## src/rtl/logic_unit_arbiter.sv

```systemverilog
`default_nettype none
// ============================================================================
// Module      : logic_unit_arbiter
// Description : Round-robin arbiter/sequencer sharing one combinational
//               16-bit logic unit (AND/OR/XOR/NOT) among NREQ requesters.
//               One operation in flight: IDLE -> EXEC -> RESP.
//               Build option LOGIC_UNIT_ARBITER_FIXED_PRIO_EN selects fixed
//               lowest-index-wins priority instead of round-robin.
// Revision    : 1.0 - initial release
// ============================================================================
module logic_unit_arbiter #(
  parameter int NREQ  = 4,
  parameter int WIDTH = 16,
  parameter int IDW   = 2
) (
  input  logic                  clk,
  input  logic                  rst_n,
  input  logic [NREQ-1:0]       req_valid_i,
  output logic [NREQ-1:0]       req_ready_o,
  input  logic [NREQ*WIDTH-1:0] req_a_i,
  input  logic [NREQ*WIDTH-1:0] req_b_i,
  input  logic [NREQ*3-1:0]     req_code_i,
  output logic [WIDTH-1:0]      lu_a_o,
  output logic [WIDTH-1:0]      lu_b_o,
  output logic [2:0]            lu_code_o,
  input  logic [WIDTH-1:0]      lu_c_i,
  output logic                  rsp_valid_o,
  input  logic                  rsp_ready_i,
  output logic [WIDTH-1:0]      rsp_data_o,
  output logic [IDW-1:0]        rsp_id_o,
  output logic                  rsp_err_o
);

  typedef enum logic [1:0] {
    ST_IDLE = 2'd0,
    ST_EXEC = 2'd1,
    ST_RESP = 2'd2
  } state_e;

  state_e           state_q, state_d;
  logic [WIDTH-1:0] a_q, a_d;
  logic [WIDTH-1:0] b_q, b_d;
  logic [2:0]       code_q, code_d;
  logic [IDW-1:0]   id_q, id_d;
  logic             rsp_valid_q, rsp_valid_d;
  logic [WIDTH-1:0] rsp_data_q, rsp_data_d;
  logic [IDW-1:0]   rsp_id_q, rsp_id_d;
  logic             rsp_err_q, rsp_err_d;
`ifndef LOGIC_UNIT_ARBITER_FIXED_PRIO_EN
  logic [IDW-1:0]   ptr_q, ptr_d;
`endif

  logic             gnt_vld;
  logic [IDW-1:0]   gnt_idx;
  logic [WIDTH-1:0] sel_a;
  logic [WIDTH-1:0] sel_b;
  logic [2:0]       sel_code;
  logic             code_legal;

  // Grant search: lowest index wins (fixed) or first valid from ptr upward (round-robin)
  always_comb begin : p_grant
    int idx;
    gnt_vld = 1'b0;
    gnt_idx = '0;
    idx     = 0;
`ifdef LOGIC_UNIT_ARBITER_FIXED_PRIO_EN
    for (int k = NREQ - 1; k >= 0; k--) begin
      if (req_valid_i[k]) begin
        gnt_vld = 1'b1;
        gnt_idx = IDW'(k);
      end
    end
`else
    for (int k = 0; k < NREQ; k++) begin
      idx = int'(ptr_q) + k;
      if (idx >= NREQ) idx = idx - NREQ;
      if (!gnt_vld && req_valid_i[idx]) begin
        gnt_vld = 1'b1;
        gnt_idx = IDW'(idx);
      end
    end
`endif
  end

  // Mux the granted requester's operands and opcode
  always_comb begin
    sel_a    = '0;
    sel_b    = '0;
    sel_code = '0;
    for (int i = 0; i < NREQ; i++) begin
      if (IDW'(i) == gnt_idx) begin
        sel_a    = req_a_i[i*WIDTH +: WIDTH];
        sel_b    = req_b_i[i*WIDTH +: WIDTH];
        sel_code = req_code_i[i*3 +: 3];
      end
    end
  end

  // Ready only toward the granted requester, and only while idle
  always_comb begin
    req_ready_o = '0;
    if (state_q == ST_IDLE && gnt_vld) req_ready_o[gnt_idx] = 1'b1;
  end

  // Opcode legality: only the four bitwise operations are recognised
  always_comb begin
    case (code_q)
      3'b000, 3'b001, 3'b010, 3'b100: code_legal = 1'b1;
      default:                        code_legal = 1'b0;
    endcase
  end

  // Next-state and datapath update for the IDLE/EXEC/RESP sequence
  always_comb begin
    state_d     = state_q;
    a_d         = a_q;
    b_d         = b_q;
    code_d      = code_q;
    id_d        = id_q;
    rsp_valid_d = rsp_valid_q;
    rsp_data_d  = rsp_data_q;
    rsp_id_d    = rsp_id_q;
    rsp_err_d   = rsp_err_q;
`ifndef LOGIC_UNIT_ARBITER_FIXED_PRIO_EN
    ptr_d       = ptr_q;
`endif
    case (state_q)
      ST_IDLE: begin
        // In IDLE a valid grant is by construction an accepted request
        if (gnt_vld) begin
          a_d     = sel_a;
          b_d     = sel_b;
          code_d  = sel_code;
          id_d    = gnt_idx;
          state_d = ST_EXEC;
        end
      end
      ST_EXEC: begin
        rsp_valid_d = 1'b1;
        rsp_id_d    = id_q;
        if (code_legal) begin
          rsp_data_d = lu_c_i;
          rsp_err_d  = 1'b0;
        end else begin
          rsp_data_d = '0;
          rsp_err_d  = 1'b1;
        end
        state_d = ST_RESP;
      end
      ST_RESP: begin
        if (rsp_ready_i) begin
          rsp_valid_d = 1'b0;
          rsp_err_d   = 1'b0;
          state_d     = ST_IDLE;
`ifndef LOGIC_UNIT_ARBITER_FIXED_PRIO_EN
          ptr_d = (id_q == IDW'(NREQ - 1)) ? '0 : id_q + 1'b1;
`endif
        end
      end
      default: state_d = ST_IDLE;
    endcase
  end

  // State and datapath registers, cleared asynchronously
  always_ff @(posedge clk or negedge rst_n) begin
    if (!rst_n) begin
      state_q     <= ST_IDLE;
      a_q         <= '0;
      b_q         <= '0;
      code_q      <= '0;
      id_q        <= '0;
      rsp_valid_q <= 1'b0;
      rsp_data_q  <= '0;
      rsp_id_q    <= '0;
      rsp_err_q   <= 1'b0;
`ifndef LOGIC_UNIT_ARBITER_FIXED_PRIO_EN
      ptr_q       <= '0;
`endif
    end else begin
      state_q     <= state_d;
      a_q         <= a_d;
      b_q         <= b_d;
      code_q      <= code_d;
      id_q        <= id_d;
      rsp_valid_q <= rsp_valid_d;
      rsp_data_q  <= rsp_data_d;
      rsp_id_q    <= rsp_id_d;
      rsp_err_q   <= rsp_err_d;
`ifndef LOGIC_UNIT_ARBITER_FIXED_PRIO_EN
      ptr_q       <= ptr_d;
`endif
    end
  end

  // The logic unit always sees the latched operation, so its inputs only move on acceptance
  assign lu_a_o      = a_q;
  assign lu_b_o      = b_q;
  assign lu_code_o   = code_q;
  assign rsp_valid_o = rsp_valid_q;
  assign rsp_data_o  = rsp_data_q;
  assign rsp_id_o    = rsp_id_q;
  assign rsp_err_o   = rsp_err_q;

endmodule
`default_nettype wire

```

## config.mk

```make
export PLATFORM = sky130hd
export DESIGN_NAME = logic_unit_arbiter
export DESIGN_NICKNAME = d
export VERILOG_FILES = /design/src/rtl/logic_unit_arbiter.sv
export SDC_FILE = /design/constraint.sdc
export NUM_CORES = 1
export LEC_CHECK = 0
export ABC_AREA = 1
export CORE_MARGIN = 5
export CORE_UTILIZATION = 35
export DETAILED_ROUTE_END_ITERATION = 6
export PLACE_DENSITY = 0.75
export REMOVE_ABC_BUFFERS = 1
export SLEW_MARGIN = 20
export SYNTH_ARGS = -nofsm -noshare
export SYNTH_HDL_FRONTEND = slang
export SYNTH_SLANG_ARGS = --single-unit
```

## constraint.sdc

```tcl
create_clock -name clk -period 5.5 [get_ports clk]
set_clock_uncertainty 0.15 [all_clocks]
set_input_delay 0.55 -clock clk [delete_from_list [all_inputs] [get_ports clk]]
set_output_delay 0.55 -clock clk [all_outputs]
set_load 0.01 [all_outputs]
```

==> run summary <==
The run finished with clean final reports. Measured against its own limit, the worst slew margin works out to 42.3%. In this run the power spent charging and discharging nets is 1.94 mW. By instance count, the cell type seen most on the critical path is nand2_2. The die covers 13300 um2.

The logs give 0.34 ns for the clock latency reported for the late side of the worst-skew pair and 4517 for the via count of the first global-routing pass. Along the worst path, the maximum fanout reaches 35. Total clock buffers created by CTS: 9. IR analysis of the VDD net gives a maximum drop of 0.334 mV.

Summed over all layers, the global routing overflow is 0. For the pin with the worst max-slew slack, the measured transition is 0.865 ns. The standard-cell row count came out at 38. The most used flip-flop cell after synthesis is dfrtp_1. For the worst setup path, the data required time is 4.80 ns.

Of the synthesized area, sequential elements account for 39.2%. The cell area power density is 616 nW/um2, and the synthesis-to-layout area growth is 62.8%. The tools report the global-route wire length before repair as 21.7 mm. In the finished design, the share of the clock period the worst path needs comes to 74.3%.

For this design the static power due to leakage is 3.06 nW. The register-to-register setup slack came out at 2.03 ns. The total buffers and inverters traversed by the critical path was 3; the proportion of power drawn by the clock network was 10.4%. For this design, the slowest cell found on the critical path is clkdlybuf4s50_1. After the last flow step, the layout net total stands at 960. In this run the vertical extent of the chip is 115 um.

For the count of nets left with antenna violations after detail routing, the log shows 0. The total of buffers placed on input and output ports was 221; the post-route total power was 3.90 mW. The max-slew violation count was 0. Detailed-route vias per instance: 4.78.

The pre-antenna-repair detailed-routing pass consisted of 5 iterations. The data arrival time of the critical path is 3.39 ns. Clock-pin slew was measured on the worst setup and hold paths at 0.08 ns. The average cell area after synthesis was 6.62 um2; the half-perimeter wire length after placement was 10.5 mm.

The max-capacitance violation count was 0; the initial standard-cell utilization of the core was 35.7%. The number of antenna violations at the first check in global routing was 0. Synthesis produced a netlist whose cell count is 588. The class of the worst hold path was primary input to asynchronous set/reset pin. The critical path goes through inv_2 > nand2_2 > nand2_2 > nand2_1 > nand2_2 > nor2_2 > nand3_1 > nand2_1 > nand2_2 > inv_1 > nand2_1 > nor2_2 > clkdlybuf4s50_1. For the yosys synthesis warning count, the log shows 0. The number of register bits inferred by synthesis is 61, and the combinational power share is 68.8%. During I/O placement, the number of pins put on the boundary was 222. Final hold analysis gives a worst-case slack of 0.223 ns. Of the cells placed in the final design, the portion with a size suffix greater than 1 is 5.62%. In the synthesized netlist the async set-or-reset flop fraction comes to 100%. Buffer type at the clock tree root: clkbuf_8. Sequential share of power: 20.8%.

For the number of vias after detailed routing, the log shows 4501. The count of endpoints failing hold in the final timing report is 0. The tools report the post-synthesis instance area as 3890 um2. Net switching is 49.7% of the power.

The depth of the most critical reg-to-reg path is 16, and the number of buffers on the longest clock path is 2. The minimum period implied by the final worst setup slack is 4.09 ns, and the final setup violation count is 0. The tools report the area of the placeable core as 10900 um2.

Derived from the worst setup path, the maximum achievable clock frequency is 0.245 GHz. The run gives 20.4% as the total global-route track usage. Setup repair after global routing left no endpoint under its margin.

Category of the critical setup timing path: flip-flop to primary output. In this design, the largest share of critical-path delay is due to simple AND/OR/NAND/NOR gates. The die width is 115 um. Setup slack on the critical path of the routed design comes to 1.41 ns.

The synthesized netlist contains 28 unique library cells. The worst setup path is captured at a primary output. The post-CTS setup buffer count was 0.

The wire length after detailed routing is 13.8 mm, and the design internal power is 1.96 mW. The aggregate negative setup slack was 0 ns. TritonCTS built the clock tree. The post-cts resize count is 0, and the critical path's largest stage delay is 0.62 ns. The antenna diode count was 0.

The routed wirelength normalized by instance count was 14.6 um; the last weighted congestion value of the routability-driven placer was 0.968. For the number of clock sinks, the log shows 61. Entering global routing, the biggest net connects 62 pins. The logs give 0 for the post-cts hold buffer count and 265 for the number of violations reported at the end of detailed-routing iteration 0. The number of synthesized flops with an enable pin is 0. Before CTS, the worst setup slack after placement is 1.50 ns. The run gives 0 as the number of remaining DRC errors. The kind of launch point of the worst setup path is a flip-flop.

The tools report the H-tree depth reported by CTS as 3. The startpoint identified for the worst register-to-register timing path is ptr_q[0]$_DFFE_PN0P_. In this run the critical register-to-register path is captured at lu_a_o[2]$_DFFE_PN0N_.
power groups by stage:
stage / Sequential (mW) / Combinational (mW) / Clock (mW)
CTS: 0.813 / 2.71 / 0.415
finish: 0.812 / 2.69 / 0.407
global route: 0.837 / 3.04 / 0.436
floorplan: 0.881 / 1.56 / 0
detailed placement: 0.820 / 2.69 / 0
global placement: 0.808 / 2.63 / 0
per-stage QoR:
step | utilization (%) | area [um2] | cells
3_3_place_gp | 56.3 | 6130 | 925
2_1_floorplan | - | 3710 | 559
4_1_cts | 58.1 | 6330 | 941
5_1_grt | 58.2 | 6330 | 941
6_report | 58.2 | 6330 | 941
3_5_place_dp | 56.3 | 6130 | 925
state kept, by name, summed over array words and instances, names as in the netlist:
name and count:
id_q 2, lu_a_o 16, lu_b_o 16, lu_code_o 3, ptr_q 2, rsp_data_o 16, rsp_err_o 1, rsp_id_o 2
rsp_valid_o 1, state_q 2
cell type report:
cell class	count	area (um2)
Fill cell	989	4550
Inverter	64	240
Timing Repair Buffer	226	2240
Clock buffer	10	138
Clock inverter	6	62.6
Multi-Input combinational cell	434	1950
Sequential cell	61	1530
Tap cell	140	175
worst reg2reg max path: stages, from the launching register on:
cell and delay [ns]:
dfrtp_1 0.61, inv_2 0.16, nand2_2 0.11, nand2_2 0.06
nand2_1 0.09, nand2_2 0.09, nor2_2 0.14, nand3_1 0.07
nand2_1 0.09, nand2_2 0.38, buf_4 0.40, nor2_4 0.63
nand2_1 0.13, nand2_1 0.09, inv_1 0.05, nand2_1 0.06
nand2_1 0.04
kinds of logic after synthesis:
group	after synthesis	share of synthesized area, %
AOI/OAI and AO/OA	41	7.20
DFF	61	39.2
buffers and inverters	93	10.9
and+or+nand+nor	391	42.1
adders and majority gates	2	0.579
routing by layer:
| layer | routed length, um | share of wire (%) | vias to the layer above | global-route usage (%) |
|---|---|---|---|---|
| met5 | 0 | 0 | - | 0 |
| li1 | - | - | 2241 | - |
| met4 | 188 | 1.4 | 0 | 6.42 |
| met1 | 5270 | 38 | 2038 | 23.6 |
| met2 | 7020 | 51 | 209 | 36.6 |
| met3 | 1310 | 9.5 | 13 | 5.64 |
cell usage in the layout, fill, tap and decap left out, types with 9 or more instances in the layout:
| cell type | instances |
|---|---|
| a22o_1 | 16 |
| o21ai_0 | 10 |
| nor2_1 | 94 |
| nand2_1 | 198 |
| clkbuf_8 | 10 |
| clkdlybuf4s50_1 | 220 |
| inv_1 | 61 |
| nand3_1 | 72 |
| dfrtp_1 | 61 |
| nand2_2 | 9 |
cell usage after synthesis (6+ instances only):
| master | instances | share of area [%] |
|---|---|---|
| nor2_1 | 95 | 9.2 |
| dfrtp_1 | 61 | 39 |
| nor2_2 | 7 | 1.1 |
| a22o_1 | 16 | 3.6 |
| buf_4 | 6 | 1.2 |
| nand3_1 | 72 | 9.3 |
| nand2_1 | 198 | 19 |
| nand2_2 | 9 | 1.4 |
| a21oi_1 | 8 | 1.0 |
| o21ai_0 | 10 | 1.3 |
| buf_2 | 12 | 1.5 |
| inv_1 | 61 | 5.9 |
worst max path at each step:
stage	from	end	cells after the start
floorplan	ptr_q[0]$_DFFE_PN0P_	req_ready_o[0]	10
global placement	req_valid_i[3]	req_ready_o[3]	13
detailed placement	req_valid_i[3]	req_ready_o[3]	13
CTS	ptr_q[0]$_DFFE_PN0P_	req_ready_o[3]	13
global route	ptr_q[0]$_DFFE_PN0P_	req_ready_o[3]	13
finish	ptr_q[0]$_DFFE_PN0P_	req_ready_o[3]	13
No activity file was read; power rests on OpenSTA's default activity.
